File: src/rtl/ddc_frame_packer.sv
// ddc_frame_packer: snapshots N_CH accumulated I/Q pairs on each valid_in
// strobe and serialises each snapshot as one AXI4-Stream frame
// (header word + 2*N_CH sign-extended data words). A one-entry pending
// buffer lets a new snapshot wait while the previous frame drains, so
// frames can run back to back. Snapshots that find the buffer full are
// dropped and counted.
module ddc_frame_packer #(
   parameter int N_CH      = 4,
   parameter int ACC_WIDTH = 48
) (
   input  logic                        clk,
   input  logic                        rst,
   input  logic                        valid_in,
   input  logic [N_CH*ACC_WIDTH-1:0]   i_in,
   input  logic [N_CH*ACC_WIDTH-1:0]   q_in,
   output logic [63:0]                 m_axis_tdata,
   output logic                        m_axis_tvalid,
   input  logic                        m_axis_tready,
   output logic                        m_axis_tlast,
   input  logic                        clr_status,
   output logic                        overflow,
   output logic [15:0]                 drop_count
);

   localparam int              NWORDS = 2 * N_CH;
   localparam int              WW     = $clog2(NWORDS + 1);
   localparam logic [WW-1:0]   LAST_W = WW'(NWORDS - 1);
   localparam logic [7:0]      NCH8   = 8'(N_CH);

   typedef enum logic [1:0] {IDLE, HEADER, DATA} state_t;

   state_t                      state, state_nxt;
   logic [WW-1:0]               w, w_nxt;
   logic [31:0]                 frame_seq;
   logic                        seq_inc;
   logic                        xfer;
   logic                        last_w;
   logic                        drop;

   logic                        pend_full;
   logic [N_CH*ACC_WIDTH-1:0]   pend_i, pend_q;
   logic [N_CH*ACC_WIDTH-1:0]   act_i, act_q;

   logic signed [ACC_WIDTH-1:0] sel;
   logic signed [63:0]          sel_ext;

   assign last_w = (w == LAST_W);

   // A snapshot is dropped only when the pending slot is occupied and is
   // not being handed to the active register in this same cycle.
   assign drop = valid_in && pend_full && !xfer;

   // Next-state logic. In HEADER/DATA tvalid is always 1, so tready alone
   // marks a handshake; the last data handshake chains straight into the
   // next header when a snapshot is already waiting.
   always_comb begin
      state_nxt = state;
      w_nxt     = w;
      xfer      = 1'b0;
      seq_inc   = 1'b0;
      case (state)
         IDLE: begin
            if (pend_full) begin
               xfer      = 1'b1;
               state_nxt = HEADER;
            end
         end
         HEADER: begin
            if (m_axis_tready) begin
               seq_inc   = 1'b1;
               w_nxt     = '0;
               state_nxt = DATA;
            end
         end
         DATA: begin
            if (m_axis_tready) begin
               if (last_w) begin
                  if (pend_full) begin
                     xfer      = 1'b1;
                     state_nxt = HEADER;
                  end else begin
                     state_nxt = IDLE;
                  end
               end else begin
                  w_nxt = w + 1'b1;
               end
            end
         end
         default: state_nxt = IDLE;
      endcase
   end

   // Pick channel w>>1 from the active snapshot: even words are I, odd are Q.
   always_comb begin
      sel = '0;
      for (int k = 0; k < N_CH; k++) begin
         if (k == int'(w >> 1)) begin
            sel = w[0] ? act_q[k*ACC_WIDTH +: ACC_WIDTH]
                       : act_i[k*ACC_WIDTH +: ACC_WIDTH];
         end
      end
      sel_ext = 64'(sel);
   end

   // Stream outputs are a pure function of registered state, so they stay
   // stable under back-pressure and tvalid never looks at tready.
   always_comb begin
      m_axis_tvalid = 1'b0;
      m_axis_tlast  = 1'b0;
      m_axis_tdata  = '0;
      case (state)
         HEADER: begin
            m_axis_tvalid = 1'b1;
            m_axis_tdata  = {16'hDDC0, 8'h00, NCH8, frame_seq};
         end
         DATA: begin
            m_axis_tvalid = 1'b1;
            m_axis_tdata  = sel_ext;
            m_axis_tlast  = last_w;
         end
         default: ;
      endcase
   end

   // State and word-index registers.
   always_ff @(posedge clk) begin
      if (rst) begin
         state <= IDLE;
         w     <= '0;
      end else begin
         state <= state_nxt;
         w     <= w_nxt;
      end
   end

   // Frame sequence number advances on each accepted header; wraps at 2^32.
   always_ff @(posedge clk) begin
      if (rst)          frame_seq <= '0;
      else if (seq_inc) frame_seq <= frame_seq + 32'd1;
   end

   // Pending slot: capture when empty or when the current entry moves to
   // active this cycle; otherwise release it on a transfer.
   always_ff @(posedge clk) begin
      if (rst) begin
         pend_full <= 1'b0;
         pend_i    <= '0;
         pend_q    <= '0;
      end else if (valid_in && (!pend_full || xfer)) begin
         pend_full <= 1'b1;
         pend_i    <= i_in;
         pend_q    <= q_in;
      end else if (xfer) begin
         pend_full <= 1'b0;
      end
   end

   // Active snapshot being serialised.
   always_ff @(posedge clk) begin
      if (rst) begin
         act_i <= '0;
         act_q <= '0;
      end else if (xfer) begin
         act_i <= pend_i;
         act_q <= pend_q;
      end
   end

   // Drop accounting: a coincident drop beats clr_status, leaving count 1.
   always_ff @(posedge clk) begin
      if (rst) begin
         overflow   <= 1'b0;
         drop_count <= '0;
      end else if (drop) begin
         overflow <= 1'b1;
         if (clr_status)                drop_count <= 16'd1;
         else if (drop_count != 16'hFFFF) drop_count <= drop_count + 16'd1;
      end else if (clr_status) begin
         overflow   <= 1'b0;
         drop_count <= '0;
      end
   end

endmodule

File: config.mk
export PLATFORM = sky130hd
export DESIGN_NAME = ddc_frame_packer
export DESIGN_NICKNAME = d
export VERILOG_FILES = /design/src/rtl/ddc_frame_packer.sv
export SDC_FILE = /design/constraint.sdc
export NUM_CORES = 2
export LEC_CHECK = 0
export ABC_AREA = 1
export BUFFER_PORTS_ARGS = -buffer_cell sky130_fd_sc_hd__buf_4
export CAP_MARGIN = 5
export CORE_MARGIN = 1
export CORE_UTILIZATION = 40
export DETAILED_ROUTE_END_ITERATION = 7
export PLACE_DENSITY = 0.7
export SYNTH_ARGS = -nofsm -noshare
export SYNTH_HDL_FRONTEND = slang
export SYNTH_SLANG_ARGS = --single-unit
File: constraint.sdc
create_clock -name clk -period 4.7 [get_ports clk]
set_input_delay 0.235 -clock clk [delete_from_list [all_inputs] [get_ports clk]]
set_output_delay 0.235 -clock clk [all_outputs]
set_load 0.02 [all_outputs]
# == Yosys cells after proc, flatten, opt, wreduce, memory -nomap -nowiden ==
# Cells that the tools add are included.
# W data, S select, Z words.
# op_classes
n_shift,0
magnitude_cmp,0
eq_ne,12
reduce_logical,16
muxes,35
n_bitwise,0
div_mod_pow,0
add_sub_neg,3
n_mul,0
# ops
cell,count
$mux W48,8
$pmux W64 S2,1
$mux W16,4
$add A32 B1 Y32 const B,1
$logic_not A32 Y1,1
$add A16 B1 Y16 const B,1
$ne A16 B16 Y1 const B,1
$mux W1,12
$mux W4,3
$ne A2 B2 Y1 const B,5
$mux W2,4
$pmux W4 S2,1
$reduce_and A4 Y1,2
$reduce_bool A2 Y1,4
$eq A3 B3 Y1 const A,2
$pmux W2 S3,1
$add A4 B1 Y4 const B,1
$eq A4 B3 Y1 const B,1
$eq A2 B3 Y1 const A,1
$logic_and A1 B1 Y1,3
$eq A2 B1 Y1 const B,1
$eq A2 B2 Y1 const B,1
$logic_not A1 Y1,2
$logic_not A2 Y1,1
other kinds (4),4
# totals
elab_cells,76
latchBits,0
rom_bits,0
out_inout_bits,83
ram_bits,0
in_bits,389
memories,0
reg_bits,824

# == Longest topological paths before layout ==
# depth
ltp_word,8
ltp_mapped,14
mapped_depth_nobuf,12

# == Least setup slack after synthesis ==
# No wires, ideal clock.
# synth_path
path_type,register -> output
from,register state[0]
to,output port m_axis_tdata[55]
required_time_ns,4.465
path_slack_ns,2.372
path_buffers,2
t_arrival_ns,2.093
path_stages_with_launch,9
cell_sequence,dfxtp_1 -> inv_1 -> ha_1 -> nand2_1 -> inv_1 -> buf_1 -> nand3_1 -> nand2_1 -> buf_4
# synth_via
elab_chain_len,2
word_cells_on_any_way,3
cone_classes,eq/ne (2); mux (1)
# synth_lines
element,line,text
"start, declared",32,"state_t state, state_nxt;"
"start signal, assigned",131,state <= state_nxt;
$eq A2 B2 Y1 or $eq A2 B1 Y1 (tied branches),111,case (state)
$pmux W64 S2 (*),111,
"end, declared",16,"output logic [63:0] m_axis_tdata,"
# Mark *: on every way between the ends. The rest lies on a longest branch, timed or not.

# == Worst setup path after layout ==
# layout_path
from,register state[0]
to,output port m_axis_tdata[28]
# Same word-level chain as after synthesis.

==> results.md <==
* Status: complete, no violations
* Post-Syn Area per Cell at 7.09 sq um
* Final wirelength at 126 mm
* Share of cells above drive strength 1 at 12.9%
* Total die area at 84300 sq um
* Worst Path Max Fanout at 17
* WS Path Type: reg -> out
* Total global routing overflow at 0
* Mapped Nets at 5091
* Nets at roughly 5.7k
* Flop pwr share at 43.2%
* Period Utilization, post-route at 93.5%
* PwrDens at between 400 and 500 nW/um^2
* Clock power share at 34.1%
* Chip width at 290 um
* Final setup TNS at 0 ns
* Vias in the first global route at 31.8k
* First-pass detailed-route iteration total at 5
* Worst setup EP type: primary output
* # DRC at 0
* Layout area overhead at 31.3%
* Sw frac at between 30 and 40%
* Crit path arrival time at 4.16 ns
* Worst R2R Start: w[0]$_SDFFE_PP0P_
* Vias after detailed routing at roughly 34k
* Cell area after synthesis at 33300 sq um
* Req. time, crit path at 4.47 ns
* Minimum clock period at 4.39 ns
* Post-synthesis cell type count at 35
* Post-DR vias/cell at 5.22
* Final WS setup at roughly 0.31 ns
* Top sig layer: met5
* Max rail drop VDD at about 0.00037 V
* Antenna violations before repair at 4
* Worst-path clk slew at 0.07 ns
* Comb power frac at 22.7%
* Reg2reg setup slack at 0.96 ns
* Unrepaired setup endpoints after global routing: false
* Hold Startpoint: i_in[173]
* Core area at 82200 sq um
* Setup bufs post-CTS at 0
* Antenna viol nets, final at 0
* Maximum root-to-sink buffer count at 3
* Initial Util at around 40%
* CTS tree: yes
* PortBufs at 471
* Slew Viols, Final at 0
* Static leakage at 19.2 nW
* Largest net degree at the start of global routing at 254
* Synth Instances at 4694
* R2R cell count at 12
* Met2 WL at 56.9 mm
* Worst-skew pair later-pin latency at 0.65 ns
* Cts bufs inserted at 85
* Setup Viol. Count Final at 0
* H-Tree Depth at 3
* Max-Cap Viols at 0
* Most used cells in the layout excluding fill and tap cells: nor2_1, dfxtp_1, o21ai_0
* CTS Root Cell: clkbuf_16
* Gr usage total at 29.1%
* Commonest non-fill, non-tap cell in the layout: nor2_1
* First-pass GRT wire length at 190 mm
* Met3 WL post-DR at 9.45 mm
* Fmax at 228 MHz
* Setup crit start kind: register
* Yosys reg bits at roughly 820
* # clock sinks at 824
* WHS Endpoint: pend_i[173]$_SDFFE_PP0P_
* Register area share after synthesis at 49.6%
* R2r endpoint: pend_q[157]$_SDFFE_PP0P_
* Endpoints failing hold at 0
* 1st-iter DRT viols at 3094
* Slew at the pin with the worst max-slew slack at 1.13 ns
* Int Pwr at 0.0136 W
* Worst slew margin at between 20% and 30%
* IO Count at 472
* Site row count at 105
* Final core utilization at 53.1%
* Routed len/inst at around 20 um
* Post-DP HPWL at 84.2 mm
* Sw power at 0.00666 W
* Pre-CTS WS at 1.02 ns
* GP Congestion at 0.904
* YS warnings at 0
* Met1 Wirelength at 54.5 mm
* FILL cells at 7773
* Min-Delay Path Class: in -> reg
* Clock Skew at 0.0199 ns
* Hold Path Depth at 3
* Die Y at 290 um
==> worst max-delay path by stage <==
stage                             endpoint             startpoint
final                     m_axis_tdata[28]  state[0]$_SDFFE_PP0P_
after global placement    m_axis_tdata[28]  state[0]$_SDFFE_PP0P_
after floorplan           m_axis_tdata[55]  state[0]$_SDFFE_PP0P_
after CTS                 m_axis_tdata[28]  state[0]$_SDFFE_PP0P_
after global routing      m_axis_tdata[28]  state[0]$_SDFFE_PP0P_
after detailed placement  m_axis_tdata[28]  state[0]$_SDFFE_PP0P_
==> power by group through the flow <==
stage	Clock (W)	Combinational, W	Sequential (W)
finish	0.00691	0.00461	0.00875
floorplan	0	0.00280	0.00864
global route	0.00725	0.00507	0.00886
CTS	0.00699	0.00454	0.00873
global placement	0	0.00421	0.00885
detailed placement	0	0.00425	0.00886
==> stage by stage <==
| step | std cells | power (W) | hold WS [ns] | cell area (sq um) |
|---|---|---|---|---|
| after floorplan | 4694 | 0.0114 | 0.382 | 33300 |
| after global placement | 5932 | 0.0131 | 0.435 | 37000 |
| after detailed placement | 5932 | 0.0131 | 0.441 | 37000 |
| after CTS | 6468 | 0.0203 | 0.0195 | 43700 |
| after global routing | 6469 | 0.0212 | 0.0508 | 43700 |
| final | 6473 | 0.0203 | 0.0493 | 43700 |
==> Yosys cell counts <==
cell type | number | share of area [%]
o21ai_1 | 205 | 3.1
ha_1 | 8 | 0.30
nand2_4 | 2 | 0.068
dfxtp_1 | 824 | 50
xor2_1 | 4 | 0.11
buf_2 | 51 | 0.77
inv_1 | 82 | 0.93
clkinv_1 | 5 | 0.056
a31oi_1 | 20 | 0.38
buf_8 | 1 | 0.045
nand2_1 | 389 | 4.4
clkbuf_1 | 224 | 2.5
buf_6 | 19 | 0.64
mux2i_1 | 11 | 0.33
nor4_1 | 2 | 0.038
nor2_2 | 1 | 0.019
nand4_1 | 20 | 0.38
nand3_1 | 66 | 0.99
inv_2 | 5 | 0.056
a211oi_1 | 2 | 0.045
buf_4 | 36 | 0.81
clkbuf_2 | 1 | 0.015
nor2_1 | 1816 | 20
nand3b_1 | 2 | 0.045
xnor2_1 | 1 | 0.026
nor3b_1 | 1 | 0.023
or2_2 | 19 | 0.36
inv_4 | 1 | 0.019
nor3_1 | 13 | 0.20
a21oi_1 | 90 | 1.4
nand2_2 | 3 | 0.056
o211ai_1 | 48 | 1.1
buf_1 | 15 | 0.17
o22ai_1 | 1 | 0.019
o21ai_0 | 706 | 11
==> registers in the layout, indices dropped and copies added (netlist names) <==
| register | count |
|---|---|
| act_q | 192 |
| frame_seq | 32 |
| pend_full | 1 |
| act_i | 192 |
| pend_i | 192 |
| drop_count | 16 |
| overflow | 1 |
| w | 4 |
| pend_q | 192 |
| state | 2 |
==> layer usage <==
layer	vias to the layer above	GRT usage (%)
li1	16400	-
met1	15900	38.2
met2	1257	46.4
met3	255	5.64
met4	2	12.6
met5	-	0
==> kinds of logic after synthesis <==
family / after synthesis / synth area share, %
mux: 11 / 0.331
flops: 824 / 49.6
compound gates: 1072 / 16.6
fa+ha+maj: 8 / 0.301
buf+inv: 440 / 6.04
xor+xnor: 5 / 0.132
simple gates: 2334 / 27.0
==> what timing repair did <==
action | CTS | global route
hold buffers | 382 | 0
gates resized for setup | 0 | 0
endpoints found under the hold margin | 383 | 0
endpoints found under the setup margin | 0 | 0
==> area by class of cell <==
class,count,area [sq um],share of cell area (%)
diodes,5,12.5,0.0286
clock inverters,39,420,0.962
inverters,93,382,0.873
well taps,1070,1340,3.06
clock buffers,115,2440,5.58
flip-flops and latches,824,16500,37.8
repair buffers,897,7800,17.9
multi-input cells,3430,14800,33.9
==> worst max-delay path: stages, from the launching register on <==
cell and delay [ns]:
dfxtp_1 0.39, inv_1 0.10, ha_1 0.38, nand2_1 0.52
inv_1 0.71, buf_4 0.37, o21ai_0 0.13, a21oi_1 0.33
o21ai_0 0.21, o21ai_0 0.13, buf_4 0.22
Power figures use the tool's default switching activity.
